$ cat src/rtl/regfile_dump_load.sv
// Debug/bring-up port for the CPU register file: dumps all registers as a byte
// stream with a trailing XOR checksum, or loads them from a stream and checks it.
module regfile_dump_load #(
    parameter int NREGS = 8,
    parameter int AW    = 3,
    parameter int DW    = 8
) (
    input  logic          clk,
    input  logic          reset,
    input  logic          start_dump,
    input  logic          start_load,
    output logic          busy,
    output logic          cpu_hold,
    output logic          done,
    output logic          csum_err,
    output logic [AW-1:0] rf_rs_addr,
    input  logic [DW-1:0] rf_rs_data,
    output logic          rf_we,
    output logic [AW-1:0] rf_rd_addr,
    output logic [DW-1:0] rf_wdata,
    output logic [DW-1:0] tx_data,
    output logic          tx_valid,
    input  logic          tx_ready,
    input  logic [DW-1:0] rx_data,
    input  logic          rx_valid,
    output logic          rx_ready
);

    // Both streams: a byte moves on a rising edge where valid && ready are both
    // high; the sender holds data stable while valid is high and ready is low.

    typedef enum logic [2:0] {
        IDLE    = 3'd0,
        D_FETCH = 3'd1,
        D_SEND  = 3'd2,
        D_CSUM  = 3'd3,
        L_DATA  = 3'd4,
        L_CSUM  = 3'd5,
        DONE    = 3'd6
    } state_t;

    localparam logic [AW-1:0] LAST = AW'(NREGS - 1);

    state_t        state;
    logic [AW-1:0] idx;
    logic [DW-1:0] csum;

    always_ff @(posedge clk) begin
        if (reset) begin
            state    <= IDLE;
            idx      <= '0;
            csum     <= '0;
            tx_data  <= '0;
            csum_err <= 1'b0;
        end else begin
            case (state)
                IDLE: begin
                    if (start_dump || start_load) begin
                        state    <= start_dump ? D_FETCH : L_DATA;
                        idx      <= '0;
                        csum     <= '0;
                        csum_err <= 1'b0;
                    end
                end
                D_FETCH: begin
                    tx_data <= rf_rs_data;
                    csum    <= csum ^ rf_rs_data;
                    state   <= D_SEND;
                end
                D_SEND: begin
                    if (tx_ready) begin
                        // Terminal compare before increment, so idx never wraps.
                        if (idx == LAST) begin
                            tx_data <= csum;
                            state   <= D_CSUM;
                        end else begin
                            idx   <= idx + 1'b1;
                            state <= D_FETCH;
                        end
                    end
                end
                D_CSUM: begin
                    if (tx_ready) state <= DONE;
                end
                L_DATA: begin
                    if (rx_valid) begin
                        csum <= csum ^ rx_data;
                        if (idx == LAST) state <= L_CSUM;
                        else             idx   <= idx + 1'b1;
                    end
                end
                L_CSUM: begin
                    if (rx_valid) begin
                        csum_err <= (rx_data != csum);
                        state    <= DONE;
                    end
                end
                DONE:    state <= IDLE;
                default: state <= IDLE;
            endcase
        end
    end

    // Handshake and register-file controls are decoded from the registered state.
    assign busy       = (state != IDLE);
    assign cpu_hold   = busy;
    assign done       = (state == DONE);
    assign tx_valid   = (state == D_SEND) || (state == D_CSUM);
    assign rx_ready   = (state == L_DATA) || (state == L_CSUM);
    assign rf_rs_addr = (state == D_FETCH) ? idx : '0;
    assign rf_we      = (state == L_DATA) && rx_valid;
    assign rf_rd_addr = rf_we ? idx : '0;
    assign rf_wdata   = rf_we ? rx_data : '0;

endmodule

$ cat config.mk
export PLATFORM = sky130hd
export DESIGN_NAME = regfile_dump_load
export DESIGN_NICKNAME = d
export VERILOG_FILES = /design/src/rtl/regfile_dump_load.sv
export SDC_FILE = /design/constraint.sdc
export NUM_CORES = 1
export LEC_CHECK = 0
export ABC_AREA = 1
export CORE_ASPECT_RATIO = 1.2
export CORE_MARGIN = 2
export CORE_UTILIZATION = 41
export DETAILED_ROUTE_END_ITERATION = 10
export PLACE_DENSITY = 0.72
export SYNTH_ARGS = -nofsm -noshare
export SYNTH_HDL_FRONTEND = slang
export SYNTH_SLANG_ARGS = --single-unit
export TNS_END_PERCENT = 5
$ cat constraint.sdc
create_clock -name clk -period 1.89 [get_ports clk]
set_input_delay 0.378 -clock clk [delete_from_list [all_inputs] [get_ports clk]]
set_output_delay 0.378 -clock clk [all_outputs]
set_load 0.03 [all_outputs]
==> metrics.csv, run 1 <==
metric,value,unit
clkTransAtPathRegs,90,ps
synth.distinct_cells,28,
grt_start_max_net_pins,18,
syn_avg_cell_area,5.95,µm²
yosysMostFrequentCell,nand2_1,
hp-class,reg -> reg,
critPathLaunchType,input port,
rows,25,
yosysWarnings,0,
fin_skew,2.34,ps
worstSetupEndpointType,output port,
wire_per_inst,11.2,µm
antenna_found_initial,0,
synth_common_cells,"82 x nand2_1, 49 x nor2_1, 29 x inv_1, 26 x nand3_1, 23 x dfxtp_1",
postCtsHoldBufs,0,
period_minus_slack,1800,ps
worst_skew_pair.late_latency,270,ps
max_cap_viol_count,0,
crit_fanout,4,
routabilityCongestion,0.865,
drt_wl_total,4260,µm
worstMarginPinSlew,306,ps
syn_area,0.00164,mm²
async_flop_share,0,
p_leak,1.05,nW
synth_top_area_share,0.282,
cp_slowest_cell,clkdlybuf4s50_1,
finalCritPeriodShare,0.952,
post_cts_buffers,0,
n_antenna_cell,0,
power_density,1360,mW/mm²
cts_made_buffers,3,
area_growth,35.3,%
max_slew_margin,0.795,
synthFlopType,dfxtp_1,
drive_above_1_share,0.165,
synth_edf_count,0,
vias_per_cell,4.77,
rsz0062_at_grt,no,
drt_iter0_drc,44,
cts_max_path_buffers,2,
hold_viol,0,
p_total,3.01,mW
dieArea,0.00451,mm²
fin_util,0.570,
core_area,0.00388,mm²
grt_usage,0.209,
io_buffers,50,
h-tree-depth,1,
hpwl,3330,µm
cts_tree,done,
critPathKind,in -> out,
num_vias,1824,
final_antenna_net_count,0,
outcome,finished clean,
grt_pass1_vias,1713,
initial_core_util,0.422,
synthTopCellsByArea,"dfxtp_1 28%, nand2_1 19%, nor2_1 11%",
grt.overflow.total,0,
synth_top_area_cell,dfxtp_1,
register_area,463,µm²
setup_viol,0,
synth_seq_cells,23,
clock-root-buffer,clkbuf_8,
die_h,73.2,µm
nFillCells,428,
worstPathArrival,1420,ps
ys_seq_area_frac,0.282,
crit_chain,"clkdlybuf4s50_1, inv_1, nor2_2, inv_1, nor2_2, buf_4",
maxSlewViolCount,0,
nets,353,
synthCells,275,
fmaxAchievable,0.556,GHz
grt_pass1_wl,7270,µm
drtPass1Iterations,4,
drc_errors,0,
die_width,61.7,µm
ir_drop,0.566,mV
ios,51,
ctsResizeCount,0,
clock-sinks,23,
cp_slowest_stage_delay,450,ps
required,1510,ps
synth_nets,299,
multi_input_area,983,µm²
worst max-delay path: cells and delay by family:
kind,cells,cell delay (ps)
buffers and inverters,4,790
and+or+nand+nor,2,240
worst paths after layout:
kind | from | end | slack [ps] | cells past startpoint
min reg2reg | csum[6] | csum[6] | 510 | 2
min | csum[6] | csum[6] | 510 | 2
max | rx_valid | rf_rd_addr[1] | 90 | 6
max reg2reg | state[0] | idx[0] | 360 | 8
power by group:
part / switching (mW) / total [mW] / internal, mW
Sequential: 0.149 / 0.799 / 0.650
Clock: 0.172 / 0.319 / 0.148
Combinational: 1.18 / 1.90 / 0.716
logic make-up (layout without fill, tap and decap cells):
kind of cell / Yosys count / after routing / share of synthesized area
AND/OR/NAND/NOR: 170 / 170 / 0.446
adder cells (fa/ha/maj): 2 / 2 / 0.0153
buffers and inverters: 44 / 97 / 0.125
flip-flops: 23 / 23 / 0.282
AO/OA/AOI/OAI: 28 / 28 / 0.0895
XOR/XNOR: 8 / 8 / 0.0428
layer usage:
| metal | up-vias | track usage | routed length, µm |
|---|---|---|---|
| met5 | - | 0 | 0 |
| met4 | 0 | 0.0544 | 54 |
| met3 | 6 | 0.0230 | 206 |
| met2 | 54 | 0.354 | 2130 |
| met1 | 802 | 0.277 | 1870 |
| li1 | 962 | - | - |
registers in the layout, summed over array words and instances (netlist names):
name      flops
tx_data       8
state         3
idx           3
csum          8
csum_err      1
layout by cell type (no fill, tap or decap), drive strengths merged:
| master | count |
|---|---|
| ha | 2 |
| o21ai | 15 |
| and2 | 1 |
| clkbuf | 3 |
| clkinv | 1 |
| nand2 | 84 |
| dfxtp | 23 |
| a21boi | 1 |
| clkdlybuf4s50 | 30 |
| inv | 33 |
| a21oi | 12 |
| nand3 | 30 |
| xor2 | 2 |
| xnor2 | 6 |
| buf | 30 |
| nand4 | 3 |
| nor2 | 51 |
| nor3 | 1 |
stage by stage:
stage,TNS [ps],hold WS (ps),instance area (µm²),setup WS (ps),std cells
global route,0,545,2210,16.0,382
CTS,0,514,2210,44.7,382
floorplan,-188,482,1650,-46.9,275
global placement,0,497,2160,95.4,378
finish,0,511,2210,90.1,382
detailed placement,0,500,2160,77.3,378
final cells by class:
class,count,share of cell area
multi-input cells,208,0.445
well taps,54,0.0305
repair buffers,60,0.238
clock inverters,1,0.00226
flip-flops and latches,23,0.209
clock buffers,3,0.0187
inverters,33,0.0571
Note: power is estimated with default switching activity, not from simulation.
==> run 2: changes to the inputs <==
Settings changed: CAP_MARGIN set to 10, DONT_BUFFER_PORTS set to 1, PLACE_DENSITY 0.72 to not set, SETUP_SLACK_MARGIN set to 0.15.
==> run 2 against run 1 <==
Against the previous run:
- clock power grew 2%
- hold slack lost 350 ps
- register-to-register slack lost 60 ps
==> metrics.csv, run 2 (synthesis gave the netlist of run 1 again) <==
metric,value,unit,change
outcome,finished clean,,unchanged
routabilityCongestion,0.865,,about the same
clock-root-buffer,clkbuf_8,,unchanged
worstHoldStart,reset,,was csum[6]
preCtsSetupSlack,258,ps,was 77.3 ps
h-tree-depth,1,,unchanged
cts_max_path_buffers,2,,unchanged
path_common_cell,nor2_4,,
hpwl,3270,µm,was 3330 µm
core_area,0.00388,mm²,unchanged
rows,25,,unchanged
most-common-layout-cells,"81 x nand2_1, 44 x nor2_1, 29 x inv_1, 26 x nand3_1, 22 x dfxtp_1",,"was 82 x nand2_1, 44 x nor2_1, 30 x clkdlybuf4s50_1, 30 x buf_4, 29 x inv_1"
setup_viol,0,,unchanged
r2r_end,tx_data[0],,was idx[0]
worst_skew_pair.late_latency,270,ps,about the same
io_buffers,0,,was 50
nets,315,,was 353
wire_per_inst,12.3,µm,was 11.2 µm
num_vias,1691,,was 1824
power_density,1500,mW/mm²,was 1360 mW/mm²
critPathKind,reg -> out,,was in -> out
min_path_cells,1,,was 2
max_cap_viol_count,0,,unchanged
finalSetupTns,0,ps,unchanged
initial_core_util,0.422,,unchanged
hp-class,in -> reg,,was reg -> reg
crit_fanout,7,,was 4
p_leak,0.896,nW,was 1.05 nW
critPathLaunchType,flip-flop,,was input port
antenna_found_initial,0,,unchanged
clock-sinks,23,,unchanged
final_common_cell,nand2_1,,unchanged
postCtsHoldBufs,0,,unchanged
drc_errors,0,,unchanged
ios,51,,unchanged
cp_slowest_cell,dfxtp_1,,was clkdlybuf4s50_1
fin_skew,2.00,ps,was 2.34 ps
dieArea,0.00451,mm²,unchanged
drtPass1Iterations,4,,unchanged
drt_iter0_drc,52,,was 44
r2r-start,state[0],,unchanged
maxSlewViolCount,0,,unchanged
hold_viol,0,,unchanged
worstSetupEndpointType,output port,,unchanged
area_growth,15.1,%,was 35.3%
drive_above_1_share,0.159,,was 0.165
cts_made_buffers,3,,unchanged
crit_chain,"nor2_4, nand2_2, nor2_4, inv_1, nor2_4",,"was clkdlybuf4s50_1, inv_1, nor2_2, inv_1, nor2_2, buf_4"
max_slew_margin,0.585,,was 0.795
clkTransAtPathRegs,90,ps,about the same
drt_wl_total,4240,µm,was 4260 µm
worstMarginPinSlew,623,ps,was 306 ps
rsz0062_at_grt,yes,,was no
grt.overflow.total,0,,unchanged
required,1510,ps,about the same
cts_tree,done,,unchanged
grt_pass1_vias,1556,,was 1713
n_antenna_cell,0,,unchanged
period_minus_slack,1780,ps,was 1800 ps
fmaxAchievable,0.562,GHz,was 0.556 GHz
place_inst,340,,was 378
grt_start_max_net_pins,17,,was 18
worstPathArrival,1400,ps,was 1420 ps
cp_slowest_stage_delay,350,ps,was 450 ps
largestRegisters,"csum x8, tx_data x8",,unchanged
grt_pass1_wl,7020,µm,was 7270 µm
stdcell_count,344,,was 382
reg2regPathDepth,7,,was 8
r2r_slack,300,ps,was 360 ps
die_width,61.7,µm,unchanged
vias_per_cell,4.92,,was 4.77
die_h,73.2,µm,unchanged
ir_drop,0.628,mV,was 0.566 mV
final_antenna_net_count,0,,unchanged
finalCritPeriodShare,0.941,,was 0.952
worst_slack,111,ps,was 90.1 ps
grt_usage,0.205,,was 0.209
hold_end,csum[2],,was csum[6]
nFillCells,444,,was 428
## run 2: critical path: cells and delay by family, from the launching register on
kind | cells | cell delay (ps)
buffers and inverters | 1 | 160
and+or+nand+nor | 4 | 610
DFF | 1 | 350
## run 2: worst max-delay path by stage
stage | slack (ps) | startpoint | end
after floorplan | 100 | state[0] | rf_rd_addr[0]
after global placement | 300 | state[2] | rf_wdata[3]
after detailed placement | 260 | state[2] | rf_rd_addr[1]
after CTS | 110 | state[0] | rf_rd_addr[1]
after global routing | 40 | state[0] | rf_rd_addr[2]
final | 110 | state[0] | rf_rd_addr[1]
## run 2: final cells by class
class	count	area (µm²)	share of cell area
multi-input combinational	208	1010	0.537
inverter	33	126	0.0672
timing repair buffer	22	169	0.0898
clock inverter	1	5.00	0.00266
sequential	23	462	0.245
clock buffer	3	41.3	0.0219
tap	54	67.6	0.0359
## run 2: what timing repair did
| item | in CTS | in global routing |
|---|---|---|
| gates resized for setup | 3 | 0 |
| endpoints found under the setup margin | 11 | 16 |
| setup buffers | 0 | 0 |
## run 2: metal layers
metal  global-route usage  vias to the layer above  wire [µm]
met5                    0                        -          0
met4               0.0733                        0        103
met3               0.0372                        9        181
met2                0.345                       33       2170
met1                0.256                      758       1790
li1                     -                      891          -
## run 2: report_power, final
part	internal [mW]	switching, mW	leakage [nW]
sequential	0.649	0.265	0.189
clock	0.148	0.177	0.0255
combinational	0.537	1.05	0.682
total	1.33	1.49	0.896
## run 2: through the flow
step / util / hold WS, ps / cell area, µm² / power (mW)
floorplan: - / 482 / 1670 / 2.19
detailed placement: 0.471 / 451 / 1830 / 2.50
finish: 0.485 / 158 / 1880 / 2.83
global route: 0.485 / 152 / 1880 / 3.09
CTS: 0.485 / 157 / 1880 / 2.84
global placement: 0.471 / 449 / 1830 / 2.49
